===== src/rtl/song_sequencer_pkg.sv =====
// Shared types and defaults for the beat-timed song sequencer.
package song_pkg;

    typedef enum logic [2:0] {
        IDLE    = 3'd0,
        COUNTIN = 3'd1,
        PLAYING = 3'd2,
        PAUSED  = 3'd3,
        DONE    = 3'd4
    } seq_state_t;

    localparam int SONG_LEN_DEFAULT = 90;
    localparam int COUNTIN_DEFAULT  = 4;

endpackage


===== src/rtl/song_sequencer_if.sv =====
// Control/status bundle between the game datapath and the song sequencer.
interface song_sequencer_if;
    import song_pkg::*;

    logic       start;
    logic       pause;
    logic [7:0] counter;
    logic       beat;
    logic [2:0] countin;
    logic       playing;
    logic       done;
    seq_state_t state;

    modport master (
        output start, pause,
        input  counter, beat, countin, playing, done, state
    );

    modport slave (
        input  start, pause,
        output counter, beat, countin, playing, done, state
    );

endinterface


===== src/rtl/song_sequencer_beat_prescaler.sv =====
// Divides clk down to one beat strobe every TICKS_PER_BEAT cycles while run is high.
module beat_prescaler
    import song_pkg::*;
#(
    parameter int TICKS_PER_BEAT = 25_000_000
) (
    input  logic clk,
    input  logic reset,
    input  logic run,
    input  logic clear,
    output logic beat
);

    localparam int TW = (TICKS_PER_BEAT > 2) ? $clog2(TICKS_PER_BEAT) : 1;
    localparam logic [TW-1:0] LAST_TICK = TW'(TICKS_PER_BEAT - 1);

    logic [TW-1:0] tick_q, tick_d;

    // Holding (run low, clear low) preserves beat phase across a pause.
    always_comb begin
        tick_d = tick_q;
        if (clear) begin
            tick_d = '0;
        end else if (run) begin
            tick_d = (tick_q == LAST_TICK) ? '0 : tick_q + 1'b1;
        end
    end

    always_ff @(posedge clk or posedge reset) begin
        if (reset) begin
            tick_q <= '0;
        end else begin
            tick_q <= tick_d;
        end
    end

    assign beat = run && (tick_q == LAST_TICK);

endmodule


===== src/rtl/song_sequencer.sv =====
// Beat-timed playback controller: count-in, per-beat note index, pause/resume, end-of-song.
// Define SONG_LOOP_EN to wrap the index on the final beat instead of stopping in DONE.
module song_sequencer
    import song_pkg::*;
#(
    parameter int TICKS_PER_BEAT = 25_000_000,
    parameter int SONG_LEN       = SONG_LEN_DEFAULT,
    parameter int COUNTIN_BEATS  = COUNTIN_DEFAULT
) (
    input  logic              clk,
    input  logic              reset,
    song_sequencer_if.slave   bus
);

    localparam logic [7:0] LAST_NOTE   = 8'(SONG_LEN - 1);
    localparam logic [7:0] FULL_INDEX  = 8'(SONG_LEN);
    localparam logic [2:0] COUNTIN_LD  = 3'(COUNTIN_BEATS);

    seq_state_t state_q, state_d;
    logic [7:0] counter_q, counter_d;
    logic [2:0] countin_q, countin_d;
    logic       resume_q, resume_d;
    logic       beat_q, beat_d;
    logic       playing_q, playing_d;
    logic       done_q, done_d;

    logic tick_beat;
    logic pre_run;
    logic pre_clear;

    assign pre_run   = (state_q == COUNTIN) || (state_q == PLAYING);
    assign pre_clear = bus.start || (state_q == IDLE) || (state_q == DONE);

    beat_prescaler #(
        .TICKS_PER_BEAT(TICKS_PER_BEAT)
    ) u_prescaler (
        .clk   (clk),
        .reset (reset),
        .run   (pre_run),
        .clear (pre_clear),
        .beat  (tick_beat)
    );

    // The beat is applied first; a coinciding pause then parks whatever state the beat produced.
    always_comb begin
        state_d   = state_q;
        counter_d = counter_q;
        countin_d = countin_q;
        resume_d  = resume_q;
        beat_d    = 1'b0;
`ifdef SONG_LOOP_EN
        done_d    = 1'b0;
`else
        done_d    = done_q;
`endif

        if (bus.start) begin
            state_d   = COUNTIN;
            countin_d = COUNTIN_LD;
            counter_d = '0;
            done_d    = 1'b0;
        end else begin
            case (state_q)
                IDLE: begin
                    counter_d = '0;
                end
                COUNTIN: begin
                    if (tick_beat) begin
                        beat_d    = 1'b1;
                        countin_d = countin_q - 3'd1;
                        if (countin_q == 3'd1) begin
                            state_d   = PLAYING;
                            counter_d = '0;
                        end
                    end
                end
                PLAYING: begin
                    if (tick_beat) begin
                        beat_d = 1'b1;
                        if (counter_q == LAST_NOTE) begin
`ifdef SONG_LOOP_EN
                            counter_d = '0;
                            done_d    = 1'b1;
`else
                            counter_d = FULL_INDEX;
                            done_d    = 1'b1;
                            state_d   = DONE;
`endif
                        end else begin
                            counter_d = counter_q + 8'd1;
                        end
                    end
                end
                PAUSED: begin
                    if (bus.pause) begin
                        state_d = resume_q ? PLAYING : COUNTIN;
                    end
                end
                default: begin
                end
            endcase

            if (bus.pause && pre_run &&
                ((state_d == COUNTIN) || (state_d == PLAYING))) begin
                resume_d = (state_d == PLAYING);
                state_d  = PAUSED;
            end
        end

        playing_d = (state_d == PLAYING);
    end

    always_ff @(posedge clk or posedge reset) begin
        if (reset) begin
            state_q   <= IDLE;
            counter_q <= '0;
            countin_q <= '0;
            resume_q  <= 1'b0;
            beat_q    <= 1'b0;
            playing_q <= 1'b0;
            done_q    <= 1'b0;
        end else begin
            state_q   <= state_d;
            counter_q <= counter_d;
            countin_q <= countin_d;
            resume_q  <= resume_d;
            beat_q    <= beat_d;
            playing_q <= playing_d;
            done_q    <= done_d;
        end
    end

    assign bus.state   = state_q;
    assign bus.counter = counter_q;
    assign bus.countin = countin_q;
    assign bus.beat    = beat_q;
    assign bus.playing = playing_q;
    assign bus.done    = done_q;

endmodule

===== src/flat_wrapper.sv =====
// flat-port wrapper written by rule: the top's interface ports become plain ports
module song_sequencer_flat import song_pkg::*;
#(
    parameter int TICKS_PER_BEAT = 25_000_000,
    parameter int SONG_LEN       = SONG_LEN_DEFAULT,
    parameter int COUNTIN_BEATS  = COUNTIN_DEFAULT
)
  (clk, reset, bus_start, bus_pause, bus_counter, bus_beat, bus_countin, bus_playing, bus_done, bus_state);
  song_sequencer_if bus_i ();
  input  logic clk;
  input  logic reset;
  input wire logic [$bits(bus_i.start)-1:0] bus_start;
  input wire logic [$bits(bus_i.pause)-1:0] bus_pause;
  output wire logic [$bits(bus_i.counter)-1:0] bus_counter;
  output wire logic [$bits(bus_i.beat)-1:0] bus_beat;
  output wire logic [$bits(bus_i.countin)-1:0] bus_countin;
  output wire logic [$bits(bus_i.playing)-1:0] bus_playing;
  output wire logic [$bits(bus_i.done)-1:0] bus_done;
  output wire logic [$bits(bus_i.state)-1:0] bus_state;
  assign bus_i.start = bus_start;
  assign bus_i.pause = bus_pause;
  assign bus_counter = bus_i.counter;
  assign bus_beat = bus_i.beat;
  assign bus_countin = bus_i.countin;
  assign bus_playing = bus_i.playing;
  assign bus_done = bus_i.done;
  assign bus_state = bus_i.state;
  song_sequencer #(.TICKS_PER_BEAT(TICKS_PER_BEAT), .SONG_LEN(SONG_LEN), .COUNTIN_BEATS(COUNTIN_BEATS)) u_core (.clk(clk), .reset(reset), .bus(bus_i));
endmodule

===== config.mk =====
export PLATFORM = sky130hd
export DESIGN_NAME = song_sequencer_flat
export DESIGN_NICKNAME = d
export VERILOG_FILES = /design/src/rtl/song_sequencer_pkg.sv /design/src/rtl/song_sequencer_if.sv /design/src/rtl/song_sequencer_beat_prescaler.sv /design/src/rtl/song_sequencer.sv /design/src/flat_wrapper.sv
export SDC_FILE = /design/constraint.sdc
export NUM_CORES = 1
export LEC_CHECK = 0
export CAP_MARGIN = 20
export CORE_MARGIN = 1.5
export CORE_UTILIZATION = 46
export DETAILED_ROUTE_END_ITERATION = 8
export PLACE_DENSITY = 0.7
export SYNTH_ARGS = -nofsm -noshare
export SYNTH_HDL_FRONTEND = slang
export SYNTH_SLANG_ARGS = --single-unit
export TNS_END_PERCENT = 30

===== constraint.sdc =====
create_clock -name clk -period 2 [get_ports clk]
set_clock_uncertainty 0.05 [all_clocks]
set_input_delay 0.2 -clock clk [delete_from_list [all_inputs] [get_ports clk]]
set_output_delay 0.2 -clock clk [all_outputs]
set_load 0.01 [all_outputs]

==> reports/qor_table.md, run 1 <==
| Step | Item | Reported |
|---|---|---|
| run status | Result of the run | complete, no violations |
| logic synthesis | Number of synthesized flops with an enable pin | 0 |
| logic synthesis | Main combinational cell family by area after synthesis | simple AND/OR/NAND/NOR gates |
| routing | First drt pass iteration count | 4 |
| timing | Maximum clock frequency | 0.5169 GHz |
| setup path | Critical Path End Type | register |
| place | Worst Setup Slack post-DPL | -0.03487 ns |
| routing | Mean routed wirelength per cell | 14.82 um |
| setup path | Setup crit start kind | register |
| logic synthesis | Synthesized instance count | 271 |
| pwr | Static Leak | 1.435 nW |
| logic synthesis | Total of flip-flops plus latches after synthesis | 43 |
| pwr | Total power draw | 1.710 mW |
| global routing | Maximum number of pins on one net before global-route repair | 44 |
| global routing | Via count of the first global-routing pass | 2,098 |
| logic synthesis | Post-synth top area share | 42.26% |
| routing | DRT antenna net count | 0 |
| setup path | Signal arrival time at the worst endpoint | 2.07 ns |
| global routing | GRT Util Overall | 21.25% |
| clock tree | Clock tree buffer depth | 2 |
| global routing | Overflow after GRT | 0 |
| timing | Total setup violations reported at the end of the flow | 0 |
| setup path | Setup Crit Path Kind | reg2reg |
| logic synthesis | Proportion of synthesized chip area in sequential cells | 42.26% |
| final layout | Commonest cells after routing, fill and taps aside | 49 x buf_4, 42 x dfrtp_1, 34 x nor2_1 |
| logic synthesis | Cell types with the largest area share after synthesis | dfrtp_1 42%, nor2_1 5.2%, xnor2_1 4.5%, xor2_1 3.8%, nand2_1 3.7% |
| floorplan | Initial standard-cell utilization of the core | 48.61% |
| hold path | Kind of path behind the tightest hold check | in2async |
| final layout | Most frequent standard cell in the layout excluding fill and tap cells | buf_4 |
| final layout | Fraction of layout instances using a drive strength above 1 | 28.15% |
| final layout | Post-layout net count | 349 |
| final layout | Filler Cell Count | 425 |
| timing | Worst Slack Setup Final | 0.06544 ns |
| logic synthesis | Share of synthesized cell area in full adder, half adder and majority cells | 2.899% |
| place | Total instance count after detailed placement | 396 |
| clock tree | Clock tree from TritonCTS | done |
| clock tree | Cell at the root of the clock tree | clkbuf_8 |
| floorplan | DIE HEIGHT | 77.40 um |
| logic synthesis | Post-Synth XOR/XNOR Area | 8.256% |
| routing | Final routed DRC violation total | 0 |
| routing | Total Routed Length | 6091 um |
| logic synthesis | Net count after synthesis | 280 |
| logic synthesis | Count of warnings emitted by yosys | 0 |
| timing | Tcrit/Tclk final | 96.73% |
| pwr | Total power density per cell area | 504.1 nW/um^2 |
| floorplan | Die boundary width | 77.40 um |
| timing | Max Slew Vio Count | 0 |
| logic synthesis | Simple logic cell fraction of the synthesized area | 31.74% |
| final layout | Post-Layout Cell Count | 411 |
| job | Number of max-cap violations | 0 |
| setup path | Required time of the critical path | 2.14 ns |
| global routing | First-pass GRT wire length | 10,180 um |
| timing | Clock period minus worst slack | 1.935 ns |
| clock tree | Clock transition at the registers of the reported paths | 0.08 ns |
| floorplan | Core region area | 5238 um^2 |
| routing | Total via count in the routed design | 2,246 |
| setup path | Highest net fanout along the worst path | 4 |
| timing | Setup repair after global routing missed its margin | yes |
| logic synthesis | Post-synthesis average cell area | 9.396 um^2 |
| logic synthesis | Synth Flop Type | dfrtp_1 |
| timing | Slew margin rel. | 63.14% |
| timing | Number of endpoints with negative hold slack in the final report | 0 |
| place | Placer congestion estimate | 0.8672 |
| routing | Number of design-rule violations left by the first detailed-router iteration | 100 |
| pwr | Highest ir drop seen on vdd | 0.3401 mV |
| logic synthesis | Post-synthesis compound-gate area fraction | 11.25% |
| timing | Measured slew at the worst slew-check pin | 0.5528 ns |
| logic synthesis | Post-synthesis async set-or-reset flop share | 100.0% |
| final layout | Synth-to-Final Area Change | 33.22% |
| timing | Total Negative Setup Slacks | 0 ns |
| clock tree | Clock buffer count from CTS | 5 |
| place | Hpwl dp | 4355 um |
| clock tree | Clock sink count | 43 |
| clock tree | CTS H-tree depth | 2 |
| logic synthesis | Cell Area, Synth | 2546 um^2 |
| logic synthesis | Leading area contributor after synthesis | dfrtp_1 |
| floorplan | Die area | 5991 um^2 |
| clock tree | Worst-Skew Late Latency | 0.30 ns |
| routing | Mean number of vias per cell | 5.465 |
| place | Number of buffers added on ports | 20 |
| final layout | # diodes | 0 |
| floorplan | Number of primary I/O pins | 21 |
| logic synthesis | Multiplexer share of the synthesized area | 0.4423% |
| floorplan | Row Count | 26 |
| global routing | Antenna violations before repair | 0 |
| logic synthesis | Library cells used by synthesis | 60 |
==> synthesized netlist by cell type (3+ instances only) <==
library cell / n
nand2_1: 25
inv_1: 11
and2_1: 3
o21ai_0: 4
nor4_1: 5
ha_1: 5
nand2b_1: 3
nand4_1: 7
a21oi_1: 7
nor3_1: 9
clkbuf_1: 5
xnor2_1: 13
xor2_1: 11
a221oi_1: 3
or3_1: 3
buf_2: 4
and3_2: 4
a211oi_1: 4
a21o_1: 4
dfrtp_1: 43
nand3_1: 15
nor2_1: 35
==> worst max-delay path, cell delays in order (launching register included) <==
cell	delay, ns
dfrtp_2	0.43
nor4_4	0.27
buf_4	0.18
nand3_4	0.09
buf_4	0.17
nor4_4	0.21
o221ai_2	0.15
a211o_1	0.27
==> through the flow <==
step | utilization, % | instance area (um^2) | hold WS [ns]
after floorplan | - | 2546 | 0.3369
after global placement | 59.91 | 3138 | 0.4346
after detailed placement | 59.91 | 3138 | 0.4458
after CTS | 62.23 | 3259 | 0.2999
after global routing | 64.76 | 3392 | 0.3679
final | 64.76 | 3392 | 0.2904
==> state kept, by name, summed over array words and instances (netlist names) <==
register,count
u_core.bus.beat,1
u_core.bus.playing,1
u_core.u_prescaler.tick_q,25
u_core.bus.state,3
u_core.resume_q,1
u_core.bus.done,1
u_core.bus.counter,8
u_core.bus.countin,3
==> final timing paths <==
| check | start | endpoint | slack (ns) | cells past startpoint |
|---|---|---|---|---|
| max in group asynchronous | reset | u_core.u_prescaler.tick_q[17] | 1.21 | 3 |
| max reg2reg | u_core.u_prescaler.tick_q[17] | u_core.bus.state[0] | 0.07 | 7 |
| min | reset | u_core.bus.countin[1] | 0.29 | 3 |
| min reg2reg | u_core.u_prescaler.tick_q[24] | u_core.u_prescaler.tick_q[24] | 0.47 | 1 |
| min in group clk | u_core.u_prescaler.tick_q[24] | u_core.u_prescaler.tick_q[24] | 0.47 | 1 |
| max | u_core.u_prescaler.tick_q[17] | u_core.bus.state[0] | 0.07 | 7 |
==> metal layers <==
layer	global-route usage [%]	vias to the layer above	share of wire (%)
met4	7.273	0	1.5
met2	32.54	41	46
met3	3.529	9	2.9
li1	-	1110	-
met5	0	-	0
met1	30.47	1086	50
==> report_power, final <==
group | internal, mW | switching, mW | leakage (nW)
sequential | 0.876 | 0.00629 | 0.586
clock | 0.404 | 0.306 | 0.0612
combinational | 0.0496 | 0.0681 | 0.788
==> logic make-up (layout without fill, tap and decap cells) <==
group | count (synthesis) | in the layout
flip-flops | 43 | 43
AO/OA/AOI/OAI | 40 | 40
XOR/XNOR | 24 | 24
AND/OR/NAND/NOR | 137 | 137
multiplexers | 1 | 1
adder cells (fa/ha/maj) | 6 | 6
buffers and inverters | 20 | 90
==> final cells by class <==
cell class | instances | area, um^2 | share of cell area, %
Sequential cell | 43 | 1077 | 31.76
Tap cell | 70 | 87.58 | 2.582
Clock inverter | 2 | 35.03 | 1.033
Inverter | 11 | 41.29 | 1.217
Timing Repair Buffer | 71 | 599.3 | 17.67
Clock buffer | 6 | 82.58 | 2.435
Multi-Input combinational cell | 208 | 1469 | 43.31
==> repair_timing <==
item / in CTS / in global routing
hold buffers: 0 / 0
setup endpoints to repair: 3 / 18
gates resized for setup: 1 / 17
setup buffers: 0 / 7
pin swaps: 1 / 8
No activity file was read; power rests on OpenSTA's default activity.
==> inputs of run 2 (changes only) <==
--- a/config.mk
+++ b/config.mk
@@ -7,9 +7,9 @@
 export LEC_CHECK = 0
 export CAP_MARGIN = 20
 export CORE_MARGIN = 1.5
-export CORE_UTILIZATION = 46
+export CORE_UTILIZATION = 52
 export DETAILED_ROUTE_END_ITERATION = 8
-export PLACE_DENSITY = 0.7
+export PLACE_DENSITY = 0.78
 export SYNTH_ARGS = -nofsm -noshare
 export SYNTH_HDL_FRONTEND = slang
 export SYNTH_SLANG_ARGS = --single-unit
==> reports/qor_table.md, run 2 (synthesis gave the netlist of run 1 again) <==
| Step | Item | Reported | Delta |
|---|---|---|---|
| routing | DRT antenna net count | 0 | unchanged |
| place | Hpwl dp | 4861 um | +12% |
| setup path | Highest net fanout along the worst path | 7 | +3 |
| final layout | Most frequent standard cell in the layout excluding fill and tap cells | buf_4 |  |
| routing | Final routed DRC violation total | 0 | unchanged |
| setup path | Setup crit start kind | register |  |
| setup path | Largest delay share family, worst path | simple AND/OR/NAND/NOR gates |  |
| floorplan | Die area | 5325 um^2 | -11% |
| final layout | Util after Layout | 71.44% | +6.7 points |
| setup path | Cell-by-cell trace of the critical path | ha_2 -> and3_2 -> and4_1 -> nand3_2 -> a221o_1 -> a31o_1 |  |
| timing | Slew margin rel. | 60.95% | -2.2 points |
| setup path | Signal arrival time at the worst endpoint | 2.15 ns | +0.08 ns |
| final layout | # diodes | 0 | unchanged |
| final layout | Flip-flop count of the largest register after layout | 25 | unchanged |
| job | Number of max-cap violations | 0 | unchanged |
| setup path | Critical-path top delay cell | dfrtp_1 |  |
| clock tree | Clock tree from TritonCTS | done |  |
| global routing | Overflow after GRT | 0 | unchanged |
| global routing | Via count of the first global-routing pass | 2,284 | +8.9% |
| hold path | Kind of path behind the tightest hold check | in2async |  |
| global routing | First-pass GRT wire length | 10,630 um | +4.4% |
| place | Number of buffers added on ports | 20 | unchanged |
| final layout | Commonest cells after routing, fill and taps aside | 43 x buf_4, 42 x dfrtp_1, 34 x nor2_1 |  |
| final layout | Sequential cell area in the final layout | 1077 um^2 | unchanged |
| pwr | Highest ir drop seen on vdd | 0.4900 mV | +44% |
| pwr | Total power density per cell area | 506.7 nW/um^2 | +0.53% |
| final layout | Synth-to-Final Area Change | 32.53% |  |
| final layout | Post-layout net count | 346 | -0.86% |
| floorplan | Die boundary width | 72.98 um | -5.7% |
| global routing | GRT Util Overall | 26.40% | +5.2 points |
| clock tree | CTS Hold Buffers Added | 0 | unchanged |
| routing | Mean number of vias per cell | 5.684 | +4.0% |
| clock tree | CTS H-tree depth | 2 | unchanged |
| floorplan | DIE HEIGHT | 72.98 um | -5.7% |
| floorplan | Number of primary I/O pins | 21 | unchanged |
| routing | Total Routed Length | 6625 um | +8.8% |
| setup path | Worst-case reg-to-reg path depth | 6 | -1 |
| routing | First drt pass iteration count | 4 | unchanged |
| place | Placer congestion estimate | 0.9621 | +11% |
| timing | Maximum clock frequency | 0.5030 GHz | -2.7% |
| global routing | Maximum number of pins on one net before global-route repair | 30 | -32% |
| clock tree | Clock transition at the registers of the reported paths | 0.09 ns | about the same |
| timing | Max Slew Vio Count | 0 | unchanged |
| timing | Setup repair after global routing missed its margin | yes |  |
| global routing | Antenna violations before repair | 0 | unchanged |
| floorplan | Core region area | 4723 um^2 | -9.8% |
| clock tree | Clock tree buffer depth | 2 | unchanged |
| clock tree | Worst-Skew Late Latency | 0.31 ns | about the same |
| setup path | Start point of the critical path | u_core.u_prescaler.tick_q[1] |  |
| timing | Tcrit/Tclk final | 99.41% | +2.7 points |
| clock tree | Cell at the root of the clock tree | clkbuf_8 |  |
| clock tree | Clock buffer count from CTS | 5 | unchanged |
| setup path | Critical Path End Type | register |  |
| setup path | Setup Crit Path Kind | reg2reg |  |
| setup path | Required time of the critical path | 2.16 ns | +0.02 ns |
| setup path | Largest stage delay on the critical path | 0.39 ns | -0.04 ns |
| timing | Measured slew at the worst slew-check pin | 0.5822 ns | +0.02937 ns |
| setup path | Bufs and invs on worst path | 0 | -2 |
| setup path | FF-to-FF Start | u_core.u_prescaler.tick_q[1] |  |
| final layout | Area occupied by multi-input gates | 1454 um^2 | -1.0% |
| pwr | Static Leak | 1.428 nW | -0.47% |
| timing | Total Negative Setup Slacks | 0 ns | unchanged |
| timing | Number of endpoints with negative hold slack in the final report | 0 | unchanged |
| final layout | Reg with most FFs | u_core.u_prescaler.tick_q |  |
| clock tree | Clock sink count | 43 | unchanged |
| timing | Min Hold Slack | 0.1226 ns | -0.1678 ns |
| timing | Total setup violations reported at the end of the flow | 0 | unchanged |
| run status | Result of the run | complete, no violations |  |
| routing | Mean routed wirelength per cell | 16.36 um | +10% |
| setup path | Worst flop-to-flop path endpoint | u_core.bus.counter[6] |  |
| setup path | Worst reg2reg setup slack | 0.01 ns | -0.05 ns |
| timing | Clock period minus worst slack | 1.988 ns | +0.05370 ns |
| floorplan | Initial standard-cell utilization of the core | 53.91% | +5.3 points |
| floorplan | Row Count | 25 | -3.8% |
| final layout | Fraction of layout instances using a drive strength above 1 | 27.51% | -0.64 points |
| routing | Total via count in the routed design | 2,302 | +2.5% |
| final layout | Filler Cell Count | 368 | -13% |
| routing | Number of design-rule violations left by the first detailed-router iteration | 209 | +110% |
run 2: cell count changes in the layout (fill, tap and decap cells not counted), sizes merged:
cell and change:
clkbuf -1, buf -3, clkinv +1
run 2: worst max-delay path by stage:
stage	end	slack, ns	depth (start not counted)
after floorplan	u_core.bus.state[0]	0.05	7
after global placement	u_core.u_prescaler.tick_q[8]	0.04	8
after detailed placement	u_core.bus.state[0]	-0.04	7
after CTS	u_core.u_prescaler.tick_q[6]	-0.002	8
after global routing	u_core.bus.countin[2]	-0.04	7
final	u_core.bus.counter[6]	0.01	6
run 2: cell type report:
cell class	count	area share [%]
Clock buffer	5	2.039
Clock inverter	3	1.298
Inverter	11	1.224
Multi-Input combinational cell	208	43.08
Sequential cell	43	31.92
Tap cell	67	2.484
Timing Repair Buffer	68	17.95
run 2: routing by layer:
metal / GRT usage [%] / up-vias / routed length [um] / part of all wire, %
li1: - / 1110 / - / -
met1: 31.52 / 1109 / 2785 / 42
met2: 46.38 / 69 / 3421 / 52
met3: 4.972 / 14 / 235 / 3.5
met4: 11.32 / 0 / 184 / 2.8
met5: 0 / - / 0 / 0
run 2: stage by stage:
stage | setup WS (ns) | std cells | total power, mW | cell area (um^2)
final | 0.01174 | 405 | 1.710 | 3374
after global routing | -0.03969 | 405 | 1.760 | 3374
after CTS | -0.001598 | 400 | 1.706 | 3284
after detailed placement | -0.04061 | 392 | 1.025 | 3152
after global placement | 0.03798 | 392 | 1.019 | 3152
after floorplan | 0.04721 | 271 | 0.9643 | 2546
run 2: report_power, final:
group / internal [mW] / switching (mW)
clock: 0.372 / 0.321
combinational: 0.0579 / 0.0744
sequential: 0.876 / 0.00801
run 2: what timing repair did:
item | 4_1_cts | 5_1_grt
setup buffers | 0 | 5
setup endpoints to repair | 27 | 36
resized for setup | 3 | 15
pin swaps | 4 | 9
==> inputs of run 3 (changes only) <==
--- a/config.mk
+++ b/config.mk
@@ -8,6 +8,7 @@
 export CAP_MARGIN = 20
 export CORE_MARGIN = 1.5
 export CORE_UTILIZATION = 52
+export CTS_CLUSTER_SIZE = 40
 export DETAILED_ROUTE_END_ITERATION = 8
 export PLACE_DENSITY = 0.78
 export SYNTH_ARGS = -nofsm -noshare
==> results of run 3 <==
Final layout, timing and power as in run 2 (identical DEF).
